**config.mk**
```make
export PLATFORM = sky130hd
export DESIGN_NAME = ready_tracker
export DESIGN_NICKNAME = d
export VERILOG_FILES = /design/src/rtl/ready_tracker.sv
export SDC_FILE = /design/constraint.sdc
export NUM_CORES = 1
export LEC_CHECK = 0
export CAP_MARGIN = 20
export CORE_ASPECT_RATIO = 0.8
export CORE_MARGIN = 2
export CORE_UTILIZATION = 39
export DETAILED_ROUTE_END_ITERATION = 16
export HOLD_SLACK_MARGIN = 0.03
export PLACE_DENSITY = 0.68
export SLEW_MARGIN = 10
export SYNTH_ARGS = -nofsm -noshare
export SYNTH_HDL_FRONTEND = slang
export SYNTH_SLANG_ARGS = --single-unit
```
**constraint.sdc**
```tcl
create_clock -name clk -period 4.8 [get_ports clk]
set_input_delay 0.96 -clock clk [delete_from_list [all_inputs] [get_ports clk]]
set_output_delay 0.96 -clock clk [all_outputs]
set_load 0.05 [all_outputs]
```
**src/rtl/ready_tracker.sv**
```systemverilog
// Occupancy and per-slot ready tracker for a circular line buffer of 2**BufferWidth slots.
// Optional sticky Overflow/Underflow flags are built when READY_TRACKER_ERR_EN is defined.
module ready_tracker #(
   parameter int BufferWidth     = 2,
   parameter int AlmostFullLevel = 3
) (
   input  logic                        clk,
   input  logic                        rst,
   input  logic                        W_En,
   input  logic                        R_En,
   input  logic                        Flush,
   output logic                        W_Ready,
   output logic                        R_Valid,
   output logic [BufferWidth-1:0]      W_Addr,
   output logic [BufferWidth-1:0]      R_Addr,
   output logic [(2**BufferWidth)-1:0] Ready,
   output logic [BufferWidth:0]        Count,
   output logic                        Full,
   output logic                        Empty,
   output logic                        Almost_Full,
   output logic                        Overflow,
   output logic                        Underflow
);

   localparam int BufferSize = 2**BufferWidth;
   localparam logic [BufferWidth-1:0] LastSlot = BufferWidth'(BufferSize - 1);

   logic [BufferWidth-1:0] w_ptr;
   logic [BufferWidth-1:0] r_ptr;
   logic                   w_round;
   logic                   r_round;
   logic [BufferWidth:0]   count_q;
   logic                   ptr_eq;
   logic                   w_acc;
   logic                   r_acc;

   // Handshake: a write is taken on a cycle where W_En && W_Ready, a read where
   // R_En && R_Valid; both ready/valid depend on registered state only, and a
   // Flush or rst cycle takes neither.
   assign ptr_eq  = (w_ptr == r_ptr);
   assign Empty   = ptr_eq && (w_round == r_round);
   assign Full    = ptr_eq && (w_round != r_round);
   assign W_Ready = !Full;
   assign R_Valid = !Empty;
   assign W_Addr  = w_ptr;
   assign R_Addr  = r_ptr;
   assign Count   = count_q;
   assign Almost_Full = (count_q >= (BufferWidth+1)'(AlmostFullLevel));

   assign w_acc = W_En && W_Ready && !Flush;
   assign r_acc = R_En && R_Valid && !Flush;

   always_ff @(posedge clk) begin
      if (rst || Flush) begin
         w_ptr   <= '0;
         r_ptr   <= '0;
         w_round <= 1'b0;
         r_round <= 1'b0;
         count_q <= '0;
      end else begin
         if (w_acc) begin
            w_ptr <= w_ptr + BufferWidth'(1);
            if (w_ptr == LastSlot) w_round <= ~w_round;
         end
         if (r_acc) begin
            r_ptr <= r_ptr + BufferWidth'(1);
            if (r_ptr == LastSlot) r_round <= ~r_round;
         end
         if (w_acc && !r_acc)      count_q <= count_q + (BufferWidth+1)'(1);
         else if (r_acc && !w_acc) count_q <= count_q - (BufferWidth+1)'(1);
      end
   end

   // Slot i is live when it lies in the circular window [r_ptr, w_ptr).
   always_comb begin
      Ready = '0;
      for (int i = 0; i < BufferSize; i++) begin
         if (w_round == r_round)
            Ready[i] = (BufferWidth'(i) >= r_ptr) && (BufferWidth'(i) < w_ptr);
         else
            Ready[i] = (BufferWidth'(i) >= r_ptr) || (BufferWidth'(i) < w_ptr);
      end
   end

`ifdef READY_TRACKER_ERR_EN
   logic overflow_q;
   logic underflow_q;

   always_ff @(posedge clk) begin
      if (rst) begin
         overflow_q  <= 1'b0;
         underflow_q <= 1'b0;
      end else begin
         if (W_En && Full && !Flush)  overflow_q  <= 1'b1;
         if (R_En && Empty && !Flush) underflow_q <= 1'b1;
      end
   end

   assign Overflow  = overflow_q;
   assign Underflow = underflow_q;
`else
   assign Overflow  = 1'b0;
   assign Underflow = 1'b0;
`endif

endmodule
```
==> impl_metrics.yaml, run 1 <==
floorplanning:
  die_area_um2: 2320
  die_y_um: 43.5
  die_w_um: 53.3
  num_io_pins: 23
  rows: 14
  core_um2: 1860
  start_util: 0.409
layout:
  nNetsFinal: 129
  final_common_cell: "clkdlybuf4s50_1"
  drive_gt1_frac: 0.0522
  area_growth_pct: 30.0
  layout_common_cells: "clkdlybuf4s50_1 (20), inv_1 (10), dfxtp_1 (9)"
  diodes: 0
global_route:
  antenna_found_initial: 0
  grt_pass1_wl_um: 3040
  overflow: 0
  grt_max_degree: 12
  track_usage: 0.180
  grt_pass1_vias: 647
cts:
  cts_tree: "yes"
  clock_latency_ps: 260
  postCtsSetupBuffers: 0
  root_buffer: "clkbuf_4"
  numCtsBuffers: 3
  clkSlewWorstSetupHoldPaths_ps: 70
  cts_max_path_buffers: 2
  cts_resized: 0
  cts-htree-levels: 1
  hold_buffers: 0
  numClockSinks: 9
critical_path:
  arrival_ps: 2410
  startpoint_type: "flop"
  end_kind: "output pin"
  critPathKind: "reg -> out"
  path_max_fanout: 9
  cp.required_ps: 3840
sta:
  hold_viol_final: 0
  worst_pin_slew_ps: 684
  slew_violations: 0
  tns_ps: 0
  finalSetupViolCount: 0
  timing.final.crit_share: 0.701
  whs_ps: 518
  rsz0062_at_grt: "no"
  fin_crit_ps: 3370
  max_freq_ghz: 0.297
  finClkSkew_ps: 7.10
  max-slew-margin-rel: 0.541
synthesis:
  synth_seq_cells: 9
  seq_area_frac_synth: 0.237
  netlist_area_um2: 759
  syn-mean-instance-area_um2: 7.91
  syn_inst: 96
  yosysUniqueCellTypes: 32
  synth_warnings: 0
placement:
  io_buffers: 20
  place_hpwl_um: 1390
  globalplace.congestion: 0.826
route:
  drt-initial-drc-count: 11
  routed_wl_um: 1780
  ant_nets: 0
  dr.pass1.iters: 4
  drc: 0
  wl_per_cell_um: 12.8
  viasPerCell: 5.28
  vias: 734
power:
  p_per_area_nw_per_um2: 217
  peakVddDrop_mv: 0.165
  total_power_uw: 214
  power_leakage_nw: 0.414
min_path:
  hold_path.class: "reg -> reg"
status:
  status: "complete, no violations"
run:
  drv_cap: 0
[power breakdown]
part	switching [mW]	total (mW)	internal, mW
Sequential	0.00506	0.0824	0.0773
Combinational	0.0476	0.0721	0.0246
Clock	0.0275	0.0596	0.0321
[cell type report]
type	instances	area, µm²
fill	175	870
inverter	11	41.3
tap	24	30.0
sequential	9	180
multi-input combinational	71	509
clock buffer	4	26.3
timing repair buffer	20	200
[sequential cells by signal (all words and copies together), names as in the netlist]
register	count
Count	3
R_Addr	2
W_Addr	2
r_round	1
w_round	1
[metrics by stage]
stage / util / area [µm²] / instances / setup WS (ps)
6_report: 0.532 / 987 / 139 / 1430
5_1_grt: 0.532 / 987 / 139 / 1280
4_1_cts: 0.532 / 987 / 139 / 1430
3_5_place_dp: 0.518 / 961 / 135 / 1670
3_3_place_gp: 0.518 / 961 / 135 / 1700
2_1_floorplan: - / 763 / 97 / 1370
[Yosys cell counts]
| cell | number | area (µm²) |
|---|---|---|
| o211ai_1 | 2 | 15.0 |
| fa_1 | 1 | 20.0 |
| inv_1 | 10 | 37.5 |
| or2_2 | 1 | 6.26 |
| ha_1 | 7 | 87.6 |
| mux2i_1 | 1 | 10.0 |
| buf_2 | 2 | 10.0 |
| nor4b_1 | 4 | 35.0 |
| a211o_1 | 2 | 17.5 |
| clkbuf_1 | 2 | 7.51 |
| buf_4 | 2 | 15.0 |
| o21ai_0 | 7 | 35.0 |
| nand3_1 | 5 | 25.0 |
| nor2_1 | 3 | 11.3 |
| a21o_1 | 3 | 22.5 |
| nand4_1 | 4 | 25.0 |
| nor3b_1 | 2 | 15.0 |
| inv_2 | 1 | 3.75 |
| xor2_1 | 4 | 35.0 |
| a31oi_1 | 4 | 25.0 |
| nand3b_1 | 1 | 7.51 |
| or4_1 | 1 | 7.51 |
| dfxtp_1 | 9 | 180 |
| xnor2_1 | 2 | 17.5 |
| o22ai_1 | 1 | 6.26 |
| a21oi_1 | 5 | 25.0 |
| conb_1 | 1 | 3.75 |
| nand2_1 | 5 | 18.8 |
| or3_1 | 1 | 6.26 |
| and3_1 | 1 | 6.26 |
| xnor2_2 | 1 | 16.3 |
| nor3_1 | 1 | 5.00 |
[worst max-delay path, cell delays in order, from the launching register on]
cell and delay (ps):
dfxtp_1 400, xnor2_1 610, nand3_1 220, inv_1 100
clkdlybuf4s50_1 810
[layer usage]
metal | routed length [µm] | GRT usage | share of wire | up-vias
met5 | 0 | 0 | 0 | -
met4 | 0 | 0.0154 | 0 | 0
met3 | 85 | 0.0724 | 0.048 | 0
met2 | 765 | 0.257 | 0.43 | 16
met1 | 925 | 0.263 | 0.52 | 342
li1 | - | - | - | 376
[worst paths after layout]
check	from	to	slack (ps)	cells past startpoint
min	Count[2]$_SDFFE_PP0P_	Count[2]$_SDFFE_PP0P_	520	2
max reg2reg	W_Addr[0]$_SDFFE_PP0P_	Count[2]$_SDFFE_PP0P_	2120	9
min reg2reg	Count[2]$_SDFFE_PP0P_	Count[2]$_SDFFE_PP0P_	520	2
max	W_Addr[0]$_SDFFE_PP0P_	Empty	1430	4
[logic make-up after synthesis]
logic type                 count (synthesis)  share of synthesized area
buffers and inverters                     17                     0.0972
other                                      1                    0.00494
muxes                                      1                     0.0132
adders and majority gates                  8                      0.142
AOI/OAI and AO/OA                         24                      0.193
DFF                                        9                      0.237
and+or+nand+nor                           29                      0.222
xor gates and xnor gates                   7                     0.0906
(Power assumes the default switching activity.)
==> run 2: changes to the inputs <==
--- a/config.mk
+++ b/config.mk
@@ -11,7 +11,7 @@
 export CORE_UTILIZATION = 39
 export DETAILED_ROUTE_END_ITERATION = 16
 export HOLD_SLACK_MARGIN = 0.03
-export PLACE_DENSITY = 0.68
+export PLACE_DENSITY = 0.71
 export SLEW_MARGIN = 10
 export SYNTH_ARGS = -nofsm -noshare
 export SYNTH_HDL_FRONTEND = slang
==> constraint.sdc (replaced) <==
create_clock -name clk -period 2.8 [get_ports clk]
set_input_delay 0.56 -clock clk [delete_from_list [all_inputs] [get_ports clk]]
set_output_delay 0.56 -clock clk [all_outputs]
set_load 0.05 [all_outputs]
==> run 2 against run 1 <==
Via count is 5.4% higher. Flip-flop and latch count unchanged. Non-clock buffer count increased by 4. Total power increased by 79%.
==> impl_metrics.yaml, run 2 (synthesis gave the netlist of run 1 again) <==
status:
  status: "complete, no violations"
sta:
  rsz0062_at_grt: "no"
  finClkSkew_ps: 6.46
  max_freq_ghz: 0.369
  worst_pin_slew_ps: 510
  tns_ps: 0
  max-slew-margin-rel: 0.658
  slew_violations: 0
  finalSetupViolCount: 0
  hold_viol_final: 0
  fin_crit_ps: 2710
  timing.final.crit_share: 0.969
floorplanning:
  die_y_um: 43.5
  num_io_pins: 23
  start_util: 0.409
  core_um2: 1860
  die_area_um2: 2320
  die_w_um: 53.3
  rows: 14
min_path:
  hold_end: "Count[2]$_SDFFE_PP0P_"
  hold_path.class: "reg -> reg"
  hp-start: "Count[2]$_SDFFE_PP0P_"
  min_path_cells: 2
global_route:
  use_met1: 0.254
  grt_pass1_vias: 709
  track_usage: 0.190
  use_met3: 0.0621
  met2_usage: 0.284
  grt_pass1_wl_um: 3160
  top_usage_layer: "met2"
  grt_max_degree: 12
  overflow: 0
  antenna_found_initial: 0
route:
  routed_wl_um: 1960
  drt-initial-drc-count: 25
  dr.pass1.iters: 4
  wl_per_cell_um: 13.7
  drc: 0
  ant_nets: 0
  viasPerCell: 5.41
  vias: 774
cts:
  numCtsBuffers: 3
  cts_tree: "yes"
  cts_resized: 0
  cts_max_path_buffers: 2
  cts-htree-levels: 1
  postCtsSetupBuffers: 0
  clock_latency_ps: 270
  root_buffer: "clkbuf_4"
  numClockSinks: 9
  hold_buffers: 0
  clkSlewWorstSetupHoldPaths_ps: 70
run:
  drv_cap: 0
critical_path:
  reg2reg_depth: 11
  rrSetupSlack_ps: 280
  r2r-start: "r_round$_SDFFE_PP0P_"
  arrival_ps: 2150
  cp.required_ps: 2240
  startpoint_type: "flop"
  critPathKind: "reg -> out"
  end_kind: "output pin"
  r2r-end: "Count[2]$_SDFFE_PP0P_"
  path_max_fanout: 10
power:
  total_power_uw: 383
  power_leakage_nw: 0.438
  p_per_area_nw_per_um2: 356
  peakVddDrop_mv: 0.261
placement:
  io_buffers: 20
  place_hpwl_um: 1470
  globalplace.congestion: 0.835
layout:
  final_common_cell: "clkdlybuf4s50_1"
  nNetsFinal: 133
  nFillCells: 193
  diodes: 0
  largest_reg_flops: 3
  drive_gt1_frac: 0.168
  area_growth_pct: 41.5
  layout_common_cells: "clkdlybuf4s50_1 (19), inv_1 (9), o21ai_0 (7), ha_1 (7)"
run 2: cell count changes in the layout (fill, tap and decap cells not counted), moves of 2 or more:
cell,change
dfxtp_2,+2
dfxtp_4,+2
buf_4,+5
dfxtp_1,-4
nand3_1,-2
xnor2_1,-2
run 2: worst max-delay path by stage:
| stage | startpoint | endpoint | slack (ps) | cells after the start |
|---|---|---|---|---|
| floorplan | r_round$_SDFFE_PP0P_ | Count[2]$_SDFFE_PP0P_ | 30 | 11 |
| global placement | W_En | Count[2]$_SDFFE_PP0P_ | 270 | 9 |
| detailed placement | W_En | Count[2]$_SDFFE_PP0P_ | 240 | 9 |
| CTS | R_Addr[1]$_SDFFE_PP0P_ | Empty | 90 | 4 |
| global route | r_round$_SDFFE_PP0P_ | Ready[1] | 20 | 5 |
| finish | r_round$_SDFFE_PP0P_ | Ready[2] | 90 | 5 |
run 2: worst max-delay path: stages (launching register included):
cell and delay (ps):
dfxtp_1 470, xnor2_4 180, inv_4 160, nor2_1 50, o21ai_0 190, clkdlybuf4s50_1 840
run 2: area by class of cell:
class	instances	area, µm²	area share
Clock buffer	4	26.3	0.0244
Inverter	11	47.5	0.0442
Multi-Input combinational cell	71	553	0.515
Sequential cell	9	190	0.177
Tap cell	24	30.0	0.0279
Timing Repair Buffer	24	228	0.212
run 2: routing by layer:
metal	vias up	routed length, µm	part of all wire
li1	384	-	-
met1	360	873	0.45
met2	28	910	0.46
met3	2	156	0.080
met4	0	20	0.010
met5	-	0	0
run 2: metrics by stage:
| step | hold slack (ps) | setup WS, ps | utilization | instances | instance area, µm² |
|---|---|---|---|---|---|
| detailed placement | 525 | 240 | 0.565 | 139 | 1050 |
| finish | 531 | 87.4 | 0.579 | 143 | 1070 |
| global placement | 488 | 269 | 0.565 | 139 | 1050 |
| CTS | 536 | 94.1 | 0.579 | 143 | 1070 |
| floorplan | 538 | 28.9 | - | 97 | 823 |
| global route | 586 | 24.9 | 0.579 | 143 | 1070 |
run 2: power by group:
part / internal [mW] / leakage, nW / switching (mW) / total, mW
clock: 0.0552 / 0.0150 / 0.0528 / 0.108
combinational: 0.0490 / 0.347 / 0.0848 / 0.134
sequential: 0.131 / 0.0755 / 0.00977 / 0.141
total: 0.236 / 0.438 / 0.147 / 0.383
